**src/rtl/exe_mem_skid_reg.sv**
```systemverilog
// EXE->MEM pipeline register with valid/ready handshake, one-entry skid buffer, flush and freeze.
// Optional saturating stall counter enabled by defining PIPE_STALL_CNT_EN.
module exe_mem_skid_reg #(
  parameter int DATA_W = 32,
  parameter int DEST_W = 4,
  parameter int CTRL_W = 3
`ifdef PIPE_STALL_CNT_EN
  , parameter int CNT_W = 16
`endif
) (
  input  logic              clk,
  input  logic              rst,
  input  logic              freeze,
  input  logic              flush,
  input  logic              in_valid,
  output logic              in_ready,
  input  logic [CTRL_W-1:0] ctrl_in,
  input  logic [DATA_W-1:0] alu_res_in,
  input  logic [DATA_W-1:0] val_rm_in,
  input  logic [DEST_W-1:0] dest_in,
  output logic              out_valid,
  input  logic              out_ready,
  output logic [CTRL_W-1:0] ctrl_out,
  output logic [DATA_W-1:0] alu_res_out,
  output logic [DATA_W-1:0] val_rm_out,
  output logic [DEST_W-1:0] dest_out
`ifdef PIPE_STALL_CNT_EN
  , output logic [CNT_W-1:0] stall_cnt
`endif
);

  typedef enum logic [1:0] {
    EMPTY = 2'd0,
    ONE   = 2'd1,
    FULL  = 2'd2
  } state_t;

  state_t state, state_nxt;

  logic              push, pop;
  logic              load_main_in, load_main_skid, load_skid;

  logic [CTRL_W-1:0] main_ctrl, skid_ctrl;
  logic [DATA_W-1:0] main_alu,  skid_alu;
  logic [DATA_W-1:0] main_rm,   skid_rm;
  logic [DEST_W-1:0] main_dest, skid_dest;

  // Handshake is a pure function of state and the freeze/flush inputs.
  assign in_ready  = ~freeze & ~flush & (state != FULL);
  assign out_valid = (state != EMPTY) & ~freeze;
  assign push      = in_valid & in_ready;
  assign pop       = out_valid & out_ready;

  always_ff @(posedge clk or posedge rst) begin
    if (rst) state <= EMPTY;
    else     state <= state_nxt;
  end

  // Freeze needs no explicit branch: it forces push and pop low.
  always_comb begin
    state_nxt      = state;
    load_main_in   = 1'b0;
    load_main_skid = 1'b0;
    load_skid      = 1'b0;
    if (flush) begin
      state_nxt = EMPTY;
    end else begin
      case (state)
        EMPTY: if (push) begin
          state_nxt    = ONE;
          load_main_in = 1'b1;
        end
        ONE: begin
          if (push && pop) begin
            load_main_in = 1'b1;
          end else if (push) begin
            state_nxt = FULL;
            load_skid = 1'b1;
          end else if (pop) begin
            state_nxt = EMPTY;
          end
        end
        FULL: if (pop) begin
          state_nxt      = ONE;
          load_main_skid = 1'b1;
        end
        default: state_nxt = EMPTY;
      endcase
    end
  end

  always_ff @(posedge clk or posedge rst) begin
    if (rst) begin
      main_ctrl <= '0;
      main_alu  <= '0;
      main_rm   <= '0;
      main_dest <= '0;
      skid_ctrl <= '0;
      skid_alu  <= '0;
      skid_rm   <= '0;
      skid_dest <= '0;
    end else begin
      if (load_main_in) begin
        main_ctrl <= ctrl_in;
        main_alu  <= alu_res_in;
        main_rm   <= val_rm_in;
        main_dest <= dest_in;
      end else if (load_main_skid) begin
        main_ctrl <= skid_ctrl;
        main_alu  <= skid_alu;
        main_rm   <= skid_rm;
        main_dest <= skid_dest;
      end
      if (load_skid) begin
        skid_ctrl <= ctrl_in;
        skid_alu  <= alu_res_in;
        skid_rm   <= val_rm_in;
        skid_dest <= dest_in;
      end
    end
  end

  // A bubble must never write back or touch memory.
  assign ctrl_out    = main_ctrl & {CTRL_W{out_valid}};
  assign alu_res_out = main_alu;
  assign val_rm_out  = main_rm;
  assign dest_out    = main_dest;

`ifdef PIPE_STALL_CNT_EN
  // Cleared only by reset; flush leaves the history intact.
  always_ff @(posedge clk or posedge rst) begin
    if (rst)
      stall_cnt <= '0;
    else if (out_valid && !out_ready && !(&stall_cnt))
      stall_cnt <= stall_cnt + CNT_W'(1);
  end
`endif

endmodule

```
**config.mk**
```make
export PLATFORM = sky130hd
export DESIGN_NAME = exe_mem_skid_reg
export DESIGN_NICKNAME = d
export VERILOG_FILES = /design/src/rtl/exe_mem_skid_reg.sv
export SDC_FILE = /design/constraint.sdc
export NUM_CORES = 1
export LEC_CHECK = 0
export CAP_MARGIN = 30
export CORE_MARGIN = 8
export CORE_UTILIZATION = 45
export DETAILED_ROUTE_END_ITERATION = 10
export PLACE_DENSITY = 0.84
export SLEW_MARGIN = 30
export SYNTH_ARGS = -nofsm -noshare
export SYNTH_HDL_FRONTEND = slang
export SYNTH_SLANG_ARGS = --single-unit
```
**constraint.sdc**
```tcl
create_clock -name clk -period 9.75 [get_ports clk]
set_input_delay 2.925 -clock clk [delete_from_list [all_inputs] [get_ports clk]]
set_output_delay 2.925 -clock clk [all_outputs]
set_load 0.01 [all_outputs]
```
==> results of run 1 <==
[cell usage in the layout, fill, tap and decap left out, drive strengths merged, types with 3 or more instances in the layout]
cell / synthesis / routed
clkdlybuf4s50: 0 / 148
dfrtp: 144 / 144
nand2: 71 / 71
o22ai: 71 / 71
a21boi: 71 / 71
o22a: 71 / 71
mux2: 71 / 71
clkbuf: 32 / 19
buf: 31 / 9
clkinv: 0 / 9
nor2: 4 / 4
inv: 3 / 4
and2: 3 / 3
nor2b: 3 / 3
[state kept, by name, indices dropped and copies added (netlist names)]
signal / count
alu_res_out: 32
state: 2
skid_alu: 32
dest_out: 4
skid_dest: 4
skid_ctrl: 3
main_ctrl: 3
skid_rm: 32
val_rm_out: 32
[through the flow]
stage / power [mW] / instance area (sq um)
2_1_floorplan: 1.04 / 7050
3_3_place_gp: 1.23 / 8520
3_5_place_dp: 1.25 / 8530
4_1_cts: 1.89 / 9090
5_1_grt: 1.95 / 9090
6_report: 1.87 / 9090
[cells by family after synthesis]
family | synth area share
AO/OA/AOI/OAI | 0.233
flip-flops | 0.511
AND/OR/NAND/NOR | 0.0529
multiplexers | 0.151
buffers and inverters | 0.0519
[area by class of cell]
type                       instances  share of cell area
clock buffer                      19              0.0498
inverter                           3             0.00179
timing repair buffer             157               0.171
multi-input combinational        377               0.340
sequential                       144               0.396
tap                              211              0.0290
clock inverter                    13              0.0125
[final timing paths]
path | from | slack [ns] | to | depth (start not counted)
max | freeze | 2.23 | ctrl_out[0] | 4
min | skid_rm[7] | 0.50 | skid_rm[7] | 1
max reg2reg | state[1] | 6.75 | alu_res_out[15] | 5
min reg2reg | skid_rm[7] | 0.50 | skid_rm[7] | 1
max in group asynchronous | rst | 5.61 | val_rm_out[19] | 3
min in group asynchronous | rst | 2.95 | skid_alu[11] | 2
[routing by layer]
metal | GRT usage | vias up | wire length, um
li1 | - | 2398 | -
met1 | 0.241 | 2742 | 7880
met2 | 0.292 | 225 | 8920
met3 | 0.0571 | 19 | 1310
met4 | 0.0673 | 0 | 221
met5 | 0 | - | 0
[worst register-to-register path, stage by stage (launching register included)]
cell and delay [ns]:
sky130_fd_sc_hd__dfrtp_1 0.44, sky130_fd_sc_hd__or4b_2 0.66, sky130_fd_sc_hd__buf_4 0.40, sky130_fd_sc_hd__or2_2 0.70, sky130_fd_sc_hd__buf_4 0.39, sky130_fd_sc_hd__o22a_1 0.29
[power by group through the flow]
stage               registers, mW  clock network, mW  logic, mW
finish                      0.791              0.620      0.455
global route                0.803              0.660      0.489
CTS                         0.789              0.636      0.460
detailed placement          0.796                  0      0.457
global placement            0.788                  0      0.442
floorplan                   0.808                  0      0.233
==> flow_metrics.env, run 1 <==
export IMPL_maxSlewViolCount=0
export IMPL_power_density_mw_per_mm2=205
export IMPL_globalRouteOverflowTotal=0
export IMPL_syn2layout_area_growth_pct=29.1
export IMPL_finalHoldWorstSlack_ns=0.504
export IMPL_cell_internal_pwr_mw=1.37
export IMPL_cp_data_required_time_ns=6.83
export IMPL_cp_arrival_ns=4.59
export IMPL_path_common_cell="sky130_fd_sc_hd__clkdlybuf4s50_1"
export IMPL_power_frac_seq=0.424
export IMPL_drt_antenna_net_count=0
export IMPL_maxCapViolations=0
export IMPL_maximum_clock_frequency_mhz=133
export IMPL_netlist_area_leader_share=0.511
export IMPL_synth_area_sq_mm=0.00705
export IMPL_worst_setup_path_type="in -> out"
export IMPL_fill_cells=1192
export IMPL_clk_path_buf_depth=2
export IMPL_insertedDiodeCount=0
export IMPL_die_area_sq_mm=0.0199
export IMPL_total_number_of_clock_tree_sinks=144
export IMPL_dp_cells=892
export IMPL_final_core_utilization=0.596
export IMPL_layout_area_seq_sq_mm=0.00360
export IMPL_worst_setup_path_end_kind="primary output"
export IMPL_via_to_cell_ratio=5.83
export IMPL_synth_distinct_cells=27
export IMPL_drc=0
export IMPL_cts_buffers=17
export IMPL_grt_setup_unrepaired="no"
export IMPL_vdd_ir_drop_worst_uv=113
export IMPL_start_util=0.462
export IMPL_number_of_rows_in_the_core_area=45
export IMPL_largest_net_degree_at_the_start_of_global_routing=85
export IMPL_detailedPlace_worstSlack_ns=2.26
export IMPL_dr_first_iter_drc_count=356
export IMPL_setup_violations_final=0
export IMPL_insertion_delay_ns=0.42
export IMPL_critical_path_slowest_cell="sky130_fd_sc_hd__clkdlybuf4s50_1"
export IMPL_postCtsSetupBuffers=0
export IMPL_drive_above_1_share=0.167
export IMPL_synth_nets=664
export IMPL_synth_enable_flop_cells=0
export IMPL_port_buffers=149
export IMPL_critPathMaxFanout=8
export IMPL_synth_seq_area_share=0.511
export IMPL_worst_slack_ns=2.23
export IMPL_grt_util_all_layers=0.187
export IMPL_finalNonFillerCells=924
export IMPL_run_status="completed"
export IMPL_ys_ff_latch=144
export IMPL_routed_wl_mm=18.3
export IMPL_fp_coreArea_sq_mm=0.0153
export IMPL_crit_path_cell_trace="clkdlybuf4s50_1, nor2_1, and2_1, clkdlybuf4s50_1"
export IMPL_tritoncts="yes"
export IMPL_ys_top_cells_by_count="sky130_fd_sc_hd__dfrtp_1 (144), sky130_fd_sc_hd__a21boi_0 (71), sky130_fd_sc_hd__nand2_1 (71), sky130_fd_sc_hd__o22a_1 (71), sky130_fd_sc_hd__o22ai_1 (71)"
export IMPL_critical_path_startpoint_type="primary input"
export IMPL_floorplan_die_width_um=141
export IMPL_multiInputGateArea_sq_mm=0.00309
export IMPL_synth_area_per_cell_sq_um=12.0
export IMPL_fin_skew_ns=0.0103
export IMPL_root_buffer="sky130_fd_sc_hd__clkbuf_16"
export IMPL_synth_instances=587
export IMPL_power_static_leakage_nw=3.90
export IMPL_grt_pass1_wl_mm=30.2
export IMPL_setup_total_negative_slack_ns=0
export IMPL_hold_violations=0
export IMPL_critical_path_max_stage_delay_ns=0.57
export IMPL_cts_resized=0
export IMPL_initial_antenna_violation_count=0
export IMPL_final_period_minus_worst_setup_slack_ns=7.52
export IMPL_relative_max_transition_margin=0.466
export IMPL_yosysWarnings=0
export IMPL_yosys_area_top_type="sky130_fd_sc_hd__dfrtp_1"
export IMPL_sw_frac=0.266
export IMPL_die_height_um=141
export IMPL_drt_pre_antenna_iters=5
export IMPL_clk_pin_slew_worst_paths_ns=0.06
export IMPL_final_net_count=777
export IMPL_floorplan_io_pins=150
export IMPL_dominantRegCellSynth="sky130_fd_sc_hd__dfrtp_1"
export IMPL_most_frequent_cell_after_synthesis="sky130_fd_sc_hd__dfrtp_1"
export IMPL_combinationalPowerShare=0.244
export IMPL_critical_path_top_delay_family="buffers and inverters"
export IMPL_first_global_vias=5699
export IMPL_switching_power_total_mw=0.496
export IMPL_timing_hold_worst_class="reg -> reg"
export IMPL_post_dp_hpwl_mm=11.2
export IMPL_synth_top_cells_by_area="sky130_fd_sc_hd__dfrtp_1 (51%), sky130_fd_sc_hd__mux2_4 (15%), sky130_fd_sc_hd__o22a_1 (8.8%), sky130_fd_sc_hd__a21boi_0 (7.6%), sky130_fd_sc_hd__o22ai_1 (6.3%)"
export IMPL_ctsHoldBuffers=0
export IMPL_power_share_clock=0.332
export IMPL_worst_pin_slew_ns=0.802
export IMPL_synthArstFlopShare=1.00
export IMPL_drt_wirelength_per_cell_um=19.8
export IMPL_timing_critical_path_buf_inv=2
export IMPL_dr_total_vias=5384
export IMPL_period_share=0.771
export IMPL_gp_routability_congestion=0.760
export IMPL_h_tree_depth=4
Note: power is estimated with default switching activity, not from simulation.
==> run 2, diff against run 1 <==
Settings changed: PLACE_DENSITY 0.84 to 0.87.
Clock period 9.75 ns to 6.72 ns, I/O delays scaled along.
==> run 2 against run 1 <==
Net effect:
- cell count is 0.11% higher
- sequential share of layout area is 0.30 points lower
- first-iteration DRC count is 17% lower
- design area is 0.76% higher
- combinational power is 44% higher
- hold slack better by 0.0029 ns
- register-to-register slack worse by 3.2 ns
- clock power is 61% higher
- utilization is 0.45 points higher
==> flow_metrics.env, run 2 (synthesis results as in run 1) <==
export IMPL_worst_setup_path_end_kind="primary output"
export IMPL_final_net_count=779
export IMPL_drt_antenna_net_count=0
export IMPL_vdd_ir_drop_worst_uv=169
export IMPL_grt_most_used_layer="met2"
export IMPL_total_number_of_clock_tree_sinks=144
export IMPL_clk_pin_slew_worst_paths_ns=0.05
export IMPL_routed_wl_mm=18.3
export IMPL_period_share=0.819
export IMPL_dp_cells=894
export IMPL_worst_setup_path_type="in -> out"
export IMPL_globalRouteMet2Util=0.302
export IMPL_crit_path_cell_trace="clkdlybuf4s50_1, nor2_1, and2_1, clkdlybuf4s50_1"
export IMPL_root_buffer="sky130_fd_sc_hd__clkbuf_16"
export IMPL_path_common_cell="sky130_fd_sc_hd__clkdlybuf4s50_1"
export IMPL_run_status="completed"
export IMPL_h_tree_depth=4
export IMPL_maximum_clock_frequency_mhz=182
export IMPL_timing_critical_path_buf_inv=2
export IMPL_combinationalPowerShare=0.234
export IMPL_drt_wirelength_per_cell_um=19.8
export IMPL_setup_total_negative_slack_ns=0
export IMPL_timing_hold_worst_class="reg -> reg"
export IMPL_timing_rr_start="state[1]"
export IMPL_drt_pre_antenna_iters=4
export IMPL_number_of_rows_in_the_core_area=45
export IMPL_dr_first_iter_drc_count=297
export IMPL_cp_arrival_ns=3.48
export IMPL_floorplan_io_pins=150
export IMPL_power_static_leakage_nw=3.93
export IMPL_final_period_minus_worst_setup_slack_ns=5.50
export IMPL_crit_reg2reg_capture="skid_alu[7]"
export IMPL_grt_util_met1=0.236
export IMPL_maxSlewViolCount=0
export IMPL_die_area_sq_mm=0.0199
export IMPL_setup_violations_final=0
export IMPL_fill_cells=1221
export IMPL_fp_coreArea_sq_mm=0.0153
export IMPL_insertion_delay_ns=0.41
export IMPL_most_common_cell_after_layout_fill_and_taps_aside="sky130_fd_sc_hd__clkdlybuf4s50_1"
export IMPL_cts_buffers=17
export IMPL_floorplan_die_width_um=141
export IMPL_drc=0
export IMPL_critPathMaxFanout=8
export IMPL_globalRouteMet3Util=0.0537
export IMPL_critical_path_top_delay_family="buffers and inverters"
export IMPL_relative_max_transition_margin=0.392
export IMPL_initial_antenna_violation_count=0
export IMPL_switching_power_total_mw=0.675
export IMPL_largest_net_degree_at_the_start_of_global_routing=75
export IMPL_maxCapViolations=0
export IMPL_critical_path_depth=4
export IMPL_port_buffers=149
export IMPL_cts_resized=0
export IMPL_first_global_vias=5613
export IMPL_dr_total_vias=5284
export IMPL_tritoncts="yes"
export IMPL_fin_skew_ns=0.00687
export IMPL_die_height_um=141
export IMPL_finalNonFillerCells=925
export IMPL_syn2layout_area_growth_pct=30.0
export IMPL_power_share_clock=0.357
export IMPL_grt_pass1_wl_mm=29.9
export IMPL_rrSetupSlack_ns=3.52
export IMPL_worst_r2r_path_depth=4
export IMPL_sw_frac=0.242
export IMPL_power_frac_seq=0.409
export IMPL_globalRouteOverflowTotal=0
export IMPL_insertedDiodeCount=0
export IMPL_critical_path_startpoint_type="primary input"
export IMPL_clk_path_buf_depth=2
export IMPL_crit_start="freeze"
export IMPL_layout_common_cells="sky130_fd_sc_hd__clkdlybuf4s50_1 (148), sky130_fd_sc_hd__dfrtp_1 (144)"
export IMPL_ctsHoldBuffers=0
export IMPL_start_util=0.462
export IMPL_critical_path_max_stage_delay_ns=0.54
export IMPL_cp_data_required_time_ns=4.70
export IMPL_hold_violations=0
export IMPL_grt_setup_unrepaired="no"
export IMPL_critical_path_endpoint="ctrl_out[2]"
export IMPL_post_dp_hpwl_mm=11.1
export IMPL_drive_above_1_share=0.161
export IMPL_cell_internal_pwr_mw=2.12
export IMPL_gp_routability_congestion=0.733
export IMPL_critical_path_slowest_cell="sky130_fd_sc_hd__clkdlybuf4s50_1"
export IMPL_grt_util_all_layers=0.186
export IMPL_power_density_mw_per_mm2=305
export IMPL_worst_pin_slew_ns=0.912
export IMPL_postCtsSetupBuffers=0
export IMPL_via_to_cell_ratio=5.71
[run 2: changes by cell type in the layout (fill, tap and decap cells not counted), sizes merged]
cell,delta
clkinv,-8
inv,-1
bufinv,+3
clkinvlp,-2
clkbuf,+7
buf,+2
[run 2: power groups by stage]
| stage | logic, mW | registers, mW | clock network (mW) |
|---|---|---|---|
| after floorplan | 0.338 | 1.17 | 0 |
| final | 0.654 | 1.14 | 0.999 |
| after global placement | 0.643 | 1.15 | 0 |
| after CTS | 0.663 | 1.14 | 1.02 |
| after detailed placement | 0.662 | 1.15 | 0 |
| after global routing | 0.706 | 1.16 | 1.06 |
[run 2: routing by layer]
metal / share of wire / up-vias
met5: 0 / -
met4: 0.011 / 0
met3: 0.058 / 14
met2: 0.48 / 178
met1: 0.45 / 2684
li1: - / 2408
[run 2: worst min-delay path by stage]
stage	start	endpoint	depth (start not counted)
4_1_cts	skid_ctrl[1]	skid_ctrl[1]	1
6_report	skid_ctrl[1]	skid_ctrl[1]	1
3_3_place_gp	skid_rm[21]	skid_rm[21]	1
3_5_place_dp	skid_alu[10]	skid_alu[10]	1
2_1_floorplan	skid_rm[21]	skid_rm[21]	1
5_1_grt	skid_rm[29]	skid_rm[29]	1
[run 2: stage by stage]
stage | area (sq um) | hold WS (ns) | util | power [mW] | setup WS, ns
final | 9160 | 0.507 | 0.600 | 2.80 | 1.22
after global routing | 9160 | 0.524 | 0.600 | 2.93 | 1.13
after CTS | 9160 | 0.507 | 0.600 | 2.82 | 1.22
after detailed placement | 8540 | 0.491 | 0.560 | 1.81 | 1.22
after global placement | 8540 | 0.488 | 0.560 | 1.79 | 1.25
after floorplan | 7050 | 0.480 | - | 1.51 | 0.838
[run 2: cell type report]
class	count	area, sq um	share of cell area
clock buffer	26	499	0.0545
multi-input combinational	377	3090	0.337
inverter	3	16.3	0.00178
sequential	144	3600	0.393
tap	211	264	0.0288
timing repair buffer	159	1560	0.171
clock inverter	5	125	0.0137
[run 2: worst reg2reg max path, cell delays in order (launching register included)]
cell and delay (ns):
sky130_fd_sc_hd__dfrtp_1 0.43, sky130_fd_sc_hd__or4b_2 1.06, sky130_fd_sc_hd__nand2b_4 0.69, sky130_fd_sc_hd__buf_4 0.53
sky130_fd_sc_hd__mux2_4 0.37
==> run 3, diff against run 2 <==
Clock period 6.72 ns to 4.57 ns, I/O delays scaled along.
==> run 3 against run 2 <==
Net effect:
- die area is the same
- hold slack worse by 0.00089 ns
- global-route usage is essentially flat
- clock power increased by 33%
- sequential share of layout area hardly changed
- non-clock buffer count grew 2
- combinational power is 48% higher
- utilization hardly changed
==> flow_metrics.env, run 3 (synthesis results as in run 1) <==
export IMPL_cts_buffers=17
export IMPL_vdd_ir_drop_worst_uv=266
export IMPL_min_delay_endpoint="skid_alu[15]"
export IMPL_start_util=0.462
export IMPL_fp_coreArea_sq_mm=0.0153
export IMPL_post_dp_hpwl_mm=10.7
export IMPL_critPathMaxFanout=8
export IMPL_crit_start="freeze"
export IMPL_postCtsSetupBuffers=0
export IMPL_timing_hold_worst_class="reg -> reg"
export IMPL_grt_pass1_wl_mm=29.7
export IMPL_globalRouteOverflowTotal=0
export IMPL_h_tree_depth=4
export IMPL_timing_hold_worst_path_depth=1
export IMPL_multiInputGateArea_sq_mm=0.00309
export IMPL_worst_pin_slew_ns=0.865
export IMPL_drt_pre_antenna_iters=5
export IMPL_period_share=0.937
export IMPL_crit_reg2reg_capture="alu_res_out[19]"
export IMPL_critical_path_startpoint_type="primary input"
export IMPL_power_density_mw_per_mm2=434
export IMPL_maxSlewViolCount=0
export IMPL_setup_total_negative_slack_ns=0
export IMPL_drt_antenna_net_count=0
export IMPL_via_to_cell_ratio=5.74
export IMPL_insertion_delay_ns=0.41
export IMPL_maxCapViolations=0
export IMPL_rrSetupSlack_ns=2.07
export IMPL_grt_setup_unrepaired="no"
export IMPL_gp_routability_congestion=0.728
export IMPL_floorplan_die_width_um=141
export IMPL_relative_max_transition_margin=0.423
export IMPL_number_of_rows_in_the_core_area=45
export IMPL_routed_wl_mm=18.4
export IMPL_dr_first_iter_drc_count=386
export IMPL_clk_path_buf_depth=2
export IMPL_port_buffers=149
export IMPL_dr_total_vias=5321
export IMPL_worst_hold_startpoint="skid_alu[15]"
export IMPL_syn2layout_area_growth_pct=30.0
export IMPL_most_common_cell_after_layout_fill_and_taps_aside="sky130_fd_sc_hd__clkdlybuf4s50_1"
export IMPL_hold_violations=0
export IMPL_final_net_count=781
export IMPL_power_static_leakage_nw=3.93
export IMPL_largest_net_degree_at_the_start_of_global_routing=145
export IMPL_run_status="completed"
export IMPL_final_core_utilization=0.600
export IMPL_first_global_vias=5584
export IMPL_ctsHoldBuffers=0
export IMPL_final_period_minus_worst_setup_slack_ns=4.28
export IMPL_cp_data_required_time_ns=3.20
export IMPL_drc=0
export IMPL_initial_antenna_violation_count=0
export IMPL_layout_common_cells="sky130_fd_sc_hd__clkdlybuf4s50_1 (148), sky130_fd_sc_hd__dfrtp_1 (144)"
export IMPL_cp_arrival_ns=2.91
export IMPL_worst_setup_path_end_kind="primary output"
export IMPL_maximum_clock_frequency_mhz=233
export IMPL_die_height_um=141
export IMPL_insertedDiodeCount=0
export IMPL_cts_resized=0
export IMPL_root_buffer="sky130_fd_sc_hd__clkbuf_16"
export IMPL_floorplan_io_pins=150
export IMPL_setup_violations_final=0
export IMPL_die_area_sq_mm=0.0199
export IMPL_timing_rr_start="state[1]"
export IMPL_layout_area_seq_sq_mm=0.00360
export IMPL_worst_r2r_path_depth=5
export IMPL_drt_wirelength_per_cell_um=19.9
export IMPL_total_number_of_clock_tree_sinks=144
export IMPL_grt_util_all_layers=0.187
export IMPL_worst_setup_path_type="in -> out"
export IMPL_tritoncts="yes"
export IMPL_drive_above_1_share=0.163
export IMPL_fill_cells=1230
export IMPL_fin_skew_ns=0.00583
export IMPL_clk_pin_slew_worst_paths_ns=0.05
## run 3: cell types whose count changed in the layout (fill, tap and decap cells not counted), sizes merged
| cell | change |
|---|---|
| buf | +2 |
| bufinv | -2 |
| clkbuf | -2 |
| clkinv | +4 |
| clkinvlp | +1 |
| inv | -1 |
## run 3: metrics by stage
step / instances / power (mW) / area, sq um / hold slack [ns] / worst slack, ns
4_1_cts: 927 / 4.01 / 9160 / 0.508 / 0.308
3_3_place_gp: 896 / 2.64 / 8600 / 0.487 / 0.343
5_1_grt: 927 / 4.16 / 9160 / 0.512 / 0.185
6_report: 927 / 3.98 / 9160 / 0.506 / 0.286
3_5_place_dp: 896 / 2.66 / 8600 / 0.491 / 0.308
2_1_floorplan: 587 / 2.22 / 7050 / 0.480 / 1.38
## run 3: per-layer routing
| layer | vias up | track usage | share of wire |
|---|---|---|---|
| met3 | 16 | 0.0523 | 0.072 |
| met4 | 0 | 0.0577 | 0.011 |
| met1 | 2693 | 0.239 | 0.44 |
| li1 | 2410 | - | - |
| met2 | 202 | 0.301 | 0.48 |
| met5 | - | 0 | 0 |
## run 3: power breakdown
group | switching, mW | internal [mW] | leakage [nW]
Combinational | 0.352 | 0.615 | 1.91
Clock | 0.502 | 0.825 | 0.278
Sequential | 0.148 | 1.54 | 1.74
Total | 1.00 | 2.98 | 3.93
## run 3: worst max-delay path, cell delays in order
cell                              delay, ns
sky130_fd_sc_hd__clkdlybuf4s50_1       0.57
sky130_fd_sc_hd__nor2_1                0.27
sky130_fd_sc_hd__and2_1                0.16
sky130_fd_sc_hd__clkdlybuf4s50_1       0.53
## run 3: worst max-delay path by stage
stage / slack [ns] / endpoint
2_1_floorplan: 1.38 / ctrl_out[0]
3_3_place_gp: 0.34 / ctrl_out[0]
3_5_place_dp: 0.31 / ctrl_out[1]
4_1_cts: 0.31 / ctrl_out[1]
5_1_grt: 0.19 / ctrl_out[1]
6_report: 0.29 / ctrl_out[1]
## run 3: cell type report
class                           instances  area share
Sequential cell                       144       0.393
Multi-Input combinational cell        377       0.337
Timing Repair Buffer                  161       0.178
Clock buffer                           24      0.0515
Tap cell                              211      0.0288
Clock inverter                          7     0.00929
Inverter                                3     0.00164
